[config.mk]
export PLATFORM = sky130hd
export DESIGN_NAME = code_frame_receiver
export DESIGN_NICKNAME = d
export VERILOG_FILES = /design/src/rtl/code_frame_receiver.sv
export SDC_FILE = /design/constraint.sdc
export NUM_CORES = 1
export LEC_CHECK = 0
export ABC_AREA = 1
export CORE_MARGIN = 2
export CORE_UTILIZATION = 38
export CTS_CLUSTER_DIAMETER = 100
export DETAILED_ROUTE_END_ITERATION = 16
export GPL_TIMING_DRIVEN = 1
export SLEW_MARGIN = 20
export SYNTH_ARGS = -nofsm -noshare
export SYNTH_HDL_FRONTEND = slang
export SYNTH_SLANG_ARGS = --single-unit
[constraint.sdc]
create_clock -name clock -period 4.51 [get_ports clock]
set_clock_uncertainty 0.2 [all_clocks]
set_input_delay 0.451 -clock clock [delete_from_list [all_inputs] [get_ports clock]]
set_output_delay 0.451 -clock clock [all_outputs]
set_load 0.05 [all_outputs]
[src/rtl/code_frame_receiver.sv]
// Serial frame receiver: hunts for a sync word (with bit-error tolerance), then
// deserialises WORDS_PER_FRAME data words MSB-first into a one-entry output buffer.
module code_frame_receiver #(
  parameter int unsigned              DATA_W          = 8,
  parameter int unsigned              SYNC_W          = 8,
  parameter logic [SYNC_W-1:0]        SYNC_WORD       = 8'b10010101,
  parameter int unsigned              WORDS_PER_FRAME = 4,
  parameter int unsigned              SYNC_TOL        = 0
) (
  input  logic              clock,
  input  logic              reset,
  input  logic              io_input,
  input  logic              io_in_valid,
  output logic [DATA_W-1:0] io_out_data,
  output logic              io_out_valid,
  input  logic              io_out_ready,
  output logic              io_out_first,
  output logic              io_out_last,
  output logic              io_overflow,
  output logic              io_locked
);

  localparam int unsigned CNT_W  = $clog2(SYNC_W + 1);
  localparam int unsigned BIT_W  = (DATA_W > 1) ? $clog2(DATA_W) : 1;
  localparam int unsigned WORD_W = (WORDS_PER_FRAME > 1) ? $clog2(WORDS_PER_FRAME) : 1;

  typedef enum logic {
    S_HUNT = 1'b0,
    S_DATA = 1'b1
  } state_t;

  state_t              state_q, state_d;
  logic [SYNC_W-1:0]   win_q, win_d;
  logic [CNT_W-1:0]    fill_q, fill_d;
  logic [DATA_W-1:0]   shreg_q, shreg_d;
  logic [BIT_W-1:0]    bit_cnt_q, bit_cnt_d;
  logic [WORD_W-1:0]   word_cnt_q, word_cnt_d;
  logic [DATA_W-1:0]   out_data_q, out_data_d;
  logic                out_valid_q, out_valid_d;
  logic                out_first_q, out_first_d;
  logic                out_last_q, out_last_d;
  logic                overflow_q, overflow_d;
  logic                locked_q, locked_d;

  logic [SYNC_W-1:0]   win_shift;
  logic [DATA_W-1:0]   data_shift;
  logic [CNT_W-1:0]    fill_inc;
  logic                sync_hit;
  logic                word_done;
  logic                frame_done;

  function automatic logic [CNT_W-1:0] popcount(input logic [SYNC_W-1:0] v);
    logic [CNT_W-1:0] c;
    c = '0;
    for (int i = 0; i < int'(SYNC_W); i++) c = c + CNT_W'(v[i]);
    return c;
  endfunction

  // Window/shift-register candidates include the bit strobed this cycle
  assign win_shift  = SYNC_W'({win_q, io_input});
  assign data_shift = DATA_W'({shreg_q, io_input});
  assign fill_inc   = (fill_q == CNT_W'(SYNC_W)) ? fill_q : fill_q + CNT_W'(1);
  assign sync_hit   = (fill_inc == CNT_W'(SYNC_W)) &&
                      (popcount(win_shift ^ SYNC_WORD) <= CNT_W'(SYNC_TOL));
  assign word_done  = (bit_cnt_q == BIT_W'(DATA_W - 1));
  assign frame_done = word_done && (word_cnt_q == WORD_W'(WORDS_PER_FRAME - 1));

  always_ff @(posedge clock) begin
    if (reset) state_q <= S_HUNT;
    else       state_q <= state_d;
  end

  always_comb begin
    state_d = state_q;
    if (io_in_valid) begin
      case (state_q)
        S_HUNT:  if (sync_hit)   state_d = S_DATA;
        S_DATA:  if (frame_done) state_d = S_HUNT;
        default: state_d = S_HUNT;
      endcase
    end
  end

  always_comb begin
    win_d       = win_q;
    fill_d      = fill_q;
    shreg_d     = shreg_q;
    bit_cnt_d   = bit_cnt_q;
    word_cnt_d  = word_cnt_q;
    out_data_d  = out_data_q;
    out_valid_d = out_valid_q;
    out_first_d = out_first_q;
    out_last_d  = out_last_q;
    overflow_d  = 1'b0;
    locked_d    = (state_d == S_DATA);

    if (out_valid_q && io_out_ready) out_valid_d = 1'b0;

    if (io_in_valid) begin
      case (state_q)
        S_HUNT: begin
          if (sync_hit) begin
            win_d      = '0;
            fill_d     = '0;
            bit_cnt_d  = '0;
            word_cnt_d = '0;
          end else begin
            win_d  = win_shift;
            fill_d = fill_inc;
          end
        end
        S_DATA: begin
          shreg_d = data_shift;
          if (word_done) begin
            bit_cnt_d = '0;
            // Buffer accepts when empty or being drained this same cycle
            if (!out_valid_q || io_out_ready) begin
              out_data_d  = data_shift;
              out_valid_d = 1'b1;
              out_first_d = (word_cnt_q == '0);
              out_last_d  = (word_cnt_q == WORD_W'(WORDS_PER_FRAME - 1));
            end else begin
              overflow_d = 1'b1;
            end
            if (frame_done) begin
              word_cnt_d = '0;
              win_d      = '0;
              fill_d     = '0;
            end else begin
              word_cnt_d = word_cnt_q + WORD_W'(1);
            end
          end else begin
            bit_cnt_d = bit_cnt_q + BIT_W'(1);
          end
        end
        default: ;
      endcase
    end
  end

  always_ff @(posedge clock) begin
    if (reset) begin
      win_q       <= '0;
      fill_q      <= '0;
      shreg_q     <= '0;
      bit_cnt_q   <= '0;
      word_cnt_q  <= '0;
      out_data_q  <= '0;
      out_valid_q <= 1'b0;
      out_first_q <= 1'b0;
      out_last_q  <= 1'b0;
      overflow_q  <= 1'b0;
      locked_q    <= 1'b0;
    end else begin
      win_q       <= win_d;
      fill_q      <= fill_d;
      shreg_q     <= shreg_d;
      bit_cnt_q   <= bit_cnt_d;
      word_cnt_q  <= word_cnt_d;
      out_data_q  <= out_data_d;
      out_valid_q <= out_valid_d;
      out_first_q <= out_first_d;
      out_last_q  <= out_last_d;
      overflow_q  <= overflow_d;
      locked_q    <= locked_d;
    end
  end

  assign io_out_data  = out_data_q;
  assign io_out_valid = out_valid_q;
  assign io_out_first = out_first_q;
  assign io_out_last  = out_last_q;
  assign io_overflow  = overflow_q;
  assign io_locked    = locked_q;

endmodule

==> results of run 1 <==
==> logic make-up (layout without fill, tap and decap cells) <==
group | count (synthesis) | after routing | share of synthesized area, %
simple gates | 110 | 110 | 28.0
buf+inv | 41 | 60 | 9.97
fa+ha+maj | 13 | 13 | 10.6
flops | 36 | 36 | 39.6
compound gates | 37 | 37 | 11.8
==> metal layers <==
layer	share of wire (%)	track usage, %
met1	49	18.6
met2	46	22.5
met3	2.6	3.31
met4	2.0	6.17
met5	0	0
==> cell type report <==
| type | instances | area, um^2 | share of cell area, % |
|---|---|---|---|
| Multi-Input combinational cell | 160 | 917 | 43.2 |
| Clock inverter | 2 | 35.0 | 1.65 |
| Tap cell | 54 | 67.6 | 3.19 |
| Clock buffer | 6 | 72.6 | 3.42 |
| Timing Repair Buffer | 18 | 178 | 8.38 |
| Sequential cell | 36 | 721 | 34.0 |
| Inverter | 34 | 130 | 6.14 |
==> stage by stage <==
| step | power [mW] | area (um^2) |
|---|---|---|
| after CTS | 0.680 | 2120 |
| after global routing | 0.703 | 2120 |
| after floorplan | 0.384 | 1820 |
| after global placement | 0.399 | 2010 |
| final | 0.672 | 2120 |
| after detailed placement | 0.400 | 2010 |
==> state kept, by name, indices dropped and copies added (netlist names) <==
| register | cells |
|---|---|
| word_cnt_q | 2 |
| io_overflow | 1 |
| io_out_valid | 1 |
| io_out_data | 8 |
| fill_q | 4 |
| io_out_first | 1 |
| win_q | 7 |
| shreg_q | 7 |
| io_out_last | 1 |
| bit_cnt_q | 3 |
| io_locked | 1 |
==> worst max path at each step <==
stage,to,start
after floorplan,win_q[5],win_q[0]
after global placement,win_q[2],win_q[0]
after detailed placement,win_q[1],win_q[0]
after CTS,win_q[1],win_q[0]
after global routing,win_q[2],win_q[0]
final,win_q[5],win_q[0]
==> Yosys cell counts (2+ instances only) <==
master and n:
nor2_1 42, dfxtp_1 36, nand2_1 35, inv_1 27, nand2_2 11, nand3_1 11, o21ai_1 11, a21oi_1 10
ha_1 9, a21oi_2 8, o21ai_0 8, inv_2 6, fa_1 4, nand4_1 4, buf_4 2, nand3_2 2
nor2_2 2
==> worst reg2reg max path, stage by stage (launching register included) <==
cell,delay [ns]
dfxtp_1,0.36
inv_1,0.08
fa_1,0.54
inv_1,0.05
fa_1,0.45
fa_1,0.51
ha_1,0.16
inv_1,0.06
fa_1,0.40
or2_1,0.26
nand4_4,0.08
nor2_2,0.05
nand3_2,0.07
nand2_2,0.07
inv_4,0.14
nand2_2,0.07
a21oi_2,0.11
==> power groups by stage <==
stage	clock network, mW	logic, mW	registers (mW)
floorplan	0	0.0461	0.338
global placement	0	0.0612	0.338
detailed placement	0	0.0626	0.338
CTS	0.287	0.0631	0.330
global route	0.300	0.0717	0.332
finish	0.279	0.0624	0.330
==> results.cfg, run 1 <==
[setup_path]
required_ns = 4.53
path_buf_inv = 4
critPathMaxFanout = 8
crit_cells = 16
crit_top_cell = fa_1
reg2reg_to = win_q[5]
crit_chain = inv_1 > fa_1 > inv_1 > fa_1 > fa_1 > ha_1 > inv_1 > fa_1 > or2_1 > nand4_4 > nor2_2 > nand3_2 > nand2_2 > inv_4 > nand2_2 > a21oi_2
r2r_slack_ns = 0.80
reg2reg_from = win_q[0]
crit_type = register to register
cp-start-kind = register
worstSetupEndpointType = register
crit_family = adder cells
cpMaxStageDelayCell = fa_1
arrival_ns = 3.73
max_stage_delay_ns = 0.54
worst-r2r-cell-count = 16

[sta]
setup_ws_ns = 0.803
tightest_slew_ns = 0.580
slew_headroom_pct = 61.3
hold-worst-slack_ns = 0.278
slew_violations = 0
finalCritPeriodShare_pct = 82.2
finalSetupViolCount = 0
min_period_ns = 3.71
finalHoldViolCount = 0
rsz0062_at_grt = no
max_freq_mhz = 270
finalSetupTns_ns = 0

[clocking]
cts-resized-gates = 0
postCtsSetupRepairBufs = 0
clock-root-buffer = clkbuf_8
postCtsHoldBufs = 0
cts_tree = built
clk_pin_slew_ns = 0.06
h-tree-depth = 2
clock_sinks = 36
clk_path_buf_depth = 2
cts_buffers = 5
clock_latency_ns = 0.29

[cells_and_area]
postLayoutCoreUtil_pct = 45.5
final_common_cell = nor2_1
drive_above_1_share_pct = 15.6
fin_cells = 310
layout_common_cells = 42 x nor2_1, 36 x dfxtp_1, 35 x nand2_1
final_nets = 273
diodes = 0
fillCellCount = 465
areaGrowthSynthToFinish_pct = 16.6

[synthesis]
yosysWarnings = 0
synth_area_leaders = dfxtp_1 40%, nor2_1 8.7%, nand2_1 7.2%
async_reset_ff_share_pct = 0
synth_area_um2 = 1820
netlist.area_leader.share_pct = 39.6
synth_cell_types = 26
syn_inst = 237
yosysTopAreaCell = dfxtp_1
avgSynthCellArea_um2 = 7.68
ys_seq_area_share_pct = 39.6
synthesis.nets = 255
synth_seq_cells = 36
synth_edf_count = 0
synth_flop_cell = dfxtp_1

[placement]
dp_slack_ns = 0.794
portBuffers = 17
gp_congestion = 0.756
placedCellCount = 302
hpwl_um = 2440

[outcome]
status = completed

[power]
p_int_mw = 0.511
p_leak_nw = 0.872
clockPowerShare_pct = 41.5
powerDensity_nw_per_um2 = 317
p_switching_mw = 0.161
irDropWorstVdd_v = 0.000179
pwr-share-seq_pct = 49.2
switching_share_pct = 23.9
p_comb_share_pct = 9.3

[grt]
grt_pass1_vias = 1375
grt-ovfl-total = 0
grt_first_pass_wirelength_um = 5970
antenna_found_initial = 0
grt_max_degree = 23
grt_use_total_pct = 14.3

[floorplanning]
io_pins = 18
initial_utilization_pct = 39.0
core_um2 = 4660
row_count = 25
dieArea_um2 = 5360
fp.dieW_um = 73.2
die_y_um = 73.2

[worst_hold_path]
whs_path_depth = 2
worst_hold_startpoint = win_q[6]
min_to = win_q[6]
hold_path.class = register to register

[routing]
drt_wl_total_um = 3410
antenna_violating_nets_post_route = 0
viasPerCell = 4.77
drtIter0Drc = 46
dr.pass1.iters = 4
wl_per_cell_um = 11.0
drc = 0
dr_total_vias = 1478

[run]
drv_cap = 0
Note: power is estimated with default switching activity, not from simulation.
==> inputs of run 2 (changes only) <==
Clock period 4.51 ns to 3.6 ns, I/O delays scaled along.
==> results.cfg, run 2 (synthesis gave the netlist of run 1 again) <==
[worst_hold_path]
worst_hold_startpoint = win_q[4]
whs_path_depth = 2
hold_path.class = register to register
min_to = win_q[5]

[grt]
grt_use_total_pct = 15.2
grt_first_pass_wirelength_um = 6340
grt-ovfl-total = 0
grt_pass1_vias = 1456
grt_max_degree = 23
antenna_found_initial = 0

[floorplanning]
initial_utilization_pct = 39.0
die_y_um = 73.2
fp.dieW_um = 73.2
io_pins = 18
core_um2 = 4660
dieArea_um2 = 5360
row_count = 25

[sta]
max_freq_mhz = 275
finalSetupTns_ns = -0.280
setup_ws_ns = -0.0419
rsz0062_at_grt = yes
finalCritPeriodShare_pct = 101
slew_violations = 0
tightest_slew_ns = 0.566
finalHoldViolCount = 0
slew_headroom_pct = 62.2
finalSetupViolCount = 11
min_period_ns = 3.64

[placement]
dp_slack_ns = -0.0517
gp_congestion = 0.740
placedCellCount = 305
portBuffers = 17
placed_cell_area_um2 = 2040
hpwl_um = 2410

[clocking]
h-tree-depth = 2
clk_pin_slew_ns = 0.08
clock_latency_ns = 0.29
clock_sinks = 36
clk_path_buf_depth = 2
cts_tree = built
clock-root-buffer = clkbuf_8
cts_buffers = 5

[cells_and_area]
multi_input_area_um2 = 922
areaGrowthSynthToFinish_pct = 19.3
layout_common_cells = 42 x nor2_1, 34 x nand2_1, 33 x dfxtp_1
final_nets = 278
diodes = 0
stdcell_area_um2 = 2170
seq_area_um2 = 724
final_common_cell = nor2_1
drive_above_1_share_pct = 19.9
largest_reg_flops = 8
fillCellCount = 472
fin_cells = 315

[routing]
viasPerCell = 4.69
drtIter0Drc = 83
dr_total_vias = 1477
drc = 0
dr.pass1.iters = 4
wl_per_cell_um = 11.1
antenna_violating_nets_post_route = 0
drt_wl_total_um = 3510

[setup_path]
crit_type = register to register
worstSetupEndpointType = register
r2r_slack_ns = -0.04
arrival_ns = 3.63
required_ns = 3.58
worst-r2r-cell-count = 17
critPathMaxFanout = 3
reg2reg_from = win_q[0]
cp-start-kind = register
reg2reg_to = bit_cnt_q[0]

[outcome]
status = finished, violations left
violations = setup timing

[run]
drv_cap = 0

[power]
power_mw = 0.845
irDropWorstVdd_v = 0.000186
p_leak_nw = 0.896
powerDensity_nw_per_um2 = 390
run 2: changes by cell type in the layout (fill, tap and decap cells not counted), sizes merged:
cell  delta
buf      +5
run 2: per-stage QoR:
| step | hold slack, ns | util [%] |
|---|---|---|
| after CTS | 0.281 | 46.3 |
| after detailed placement | 0.269 | 43.7 |
| after global placement | 0.266 | 43.7 |
| after global routing | 0.308 | 46.6 |
| final | 0.277 | 46.6 |
| after floorplan | 0.222 | - |
run 2: report_power, final:
part	switching (mW)	internal [mW]	total (mW)
clock network	0.144	0.206	0.350
registers	0.00736	0.406	0.414
logic	0.0510	0.0307	0.0817
run 2: metal layers:
layer / part of all wire [%] / vias up / GRT usage (%)
li1: - / 793 / -
met1: 50 / 666 / 19.6
met2: 47 / 16 / 24.6
met3: 2.0 / 2 / 4.42
met4: 0.97 / 0 / 4.53
met5: 0 / - / 0
run 2: layout make-up:
type / instances / share of cell area (%)
multi-input cells: 160 / 42.5
flip-flops and latches: 36 / 33.4
clock inverters: 2 / 1.61
repair buffers: 23 / 9.92
inverters: 34 / 6.11
well taps: 54 / 3.11
clock buffers: 6 / 3.34
run 2: worst max path at each step:
stage / from / end / slack (ns) / depth (start not counted)
final: win_q[0] / bit_cnt_q[0] / -0.04 / 17
after CTS: win_q[0] / bit_cnt_q[0] / -0.05 / 17
after global placement: win_q[0] / bit_cnt_q[0] / 0.02 / 17
after global routing: win_q[0] / bit_cnt_q[0] / -0.25 / 17
after floorplan: win_q[0] / win_q[5] / 0.06 / 17
after detailed placement: win_q[0] / bit_cnt_q[0] / -0.05 / 17
run 2: repair_timing:
action | CTS | global route
gates resized for setup | 6 | 2
hold buffers | 0 | 0
pin swaps | 1 | 1
setup buffers | 1 | 1
setup endpoints to repair | 11 | 14
run 2: worst max-delay path: stages (launching register included):
cell and delay (ns):
dfxtp_2 0.33, inv_2 0.04, fa_1 0.52, inv_1 0.05, fa_1 0.45, fa_1 0.51, ha_2 0.18, inv_2 0.04
fa_1 0.51, nand2_1 0.06, nor2_1 0.08, nand2_1 0.07, nor2_2 0.11, nand4_1 0.16, nand2_1 0.10, nand2_1 0.06
nand2_1 0.05, inv_1 0.03
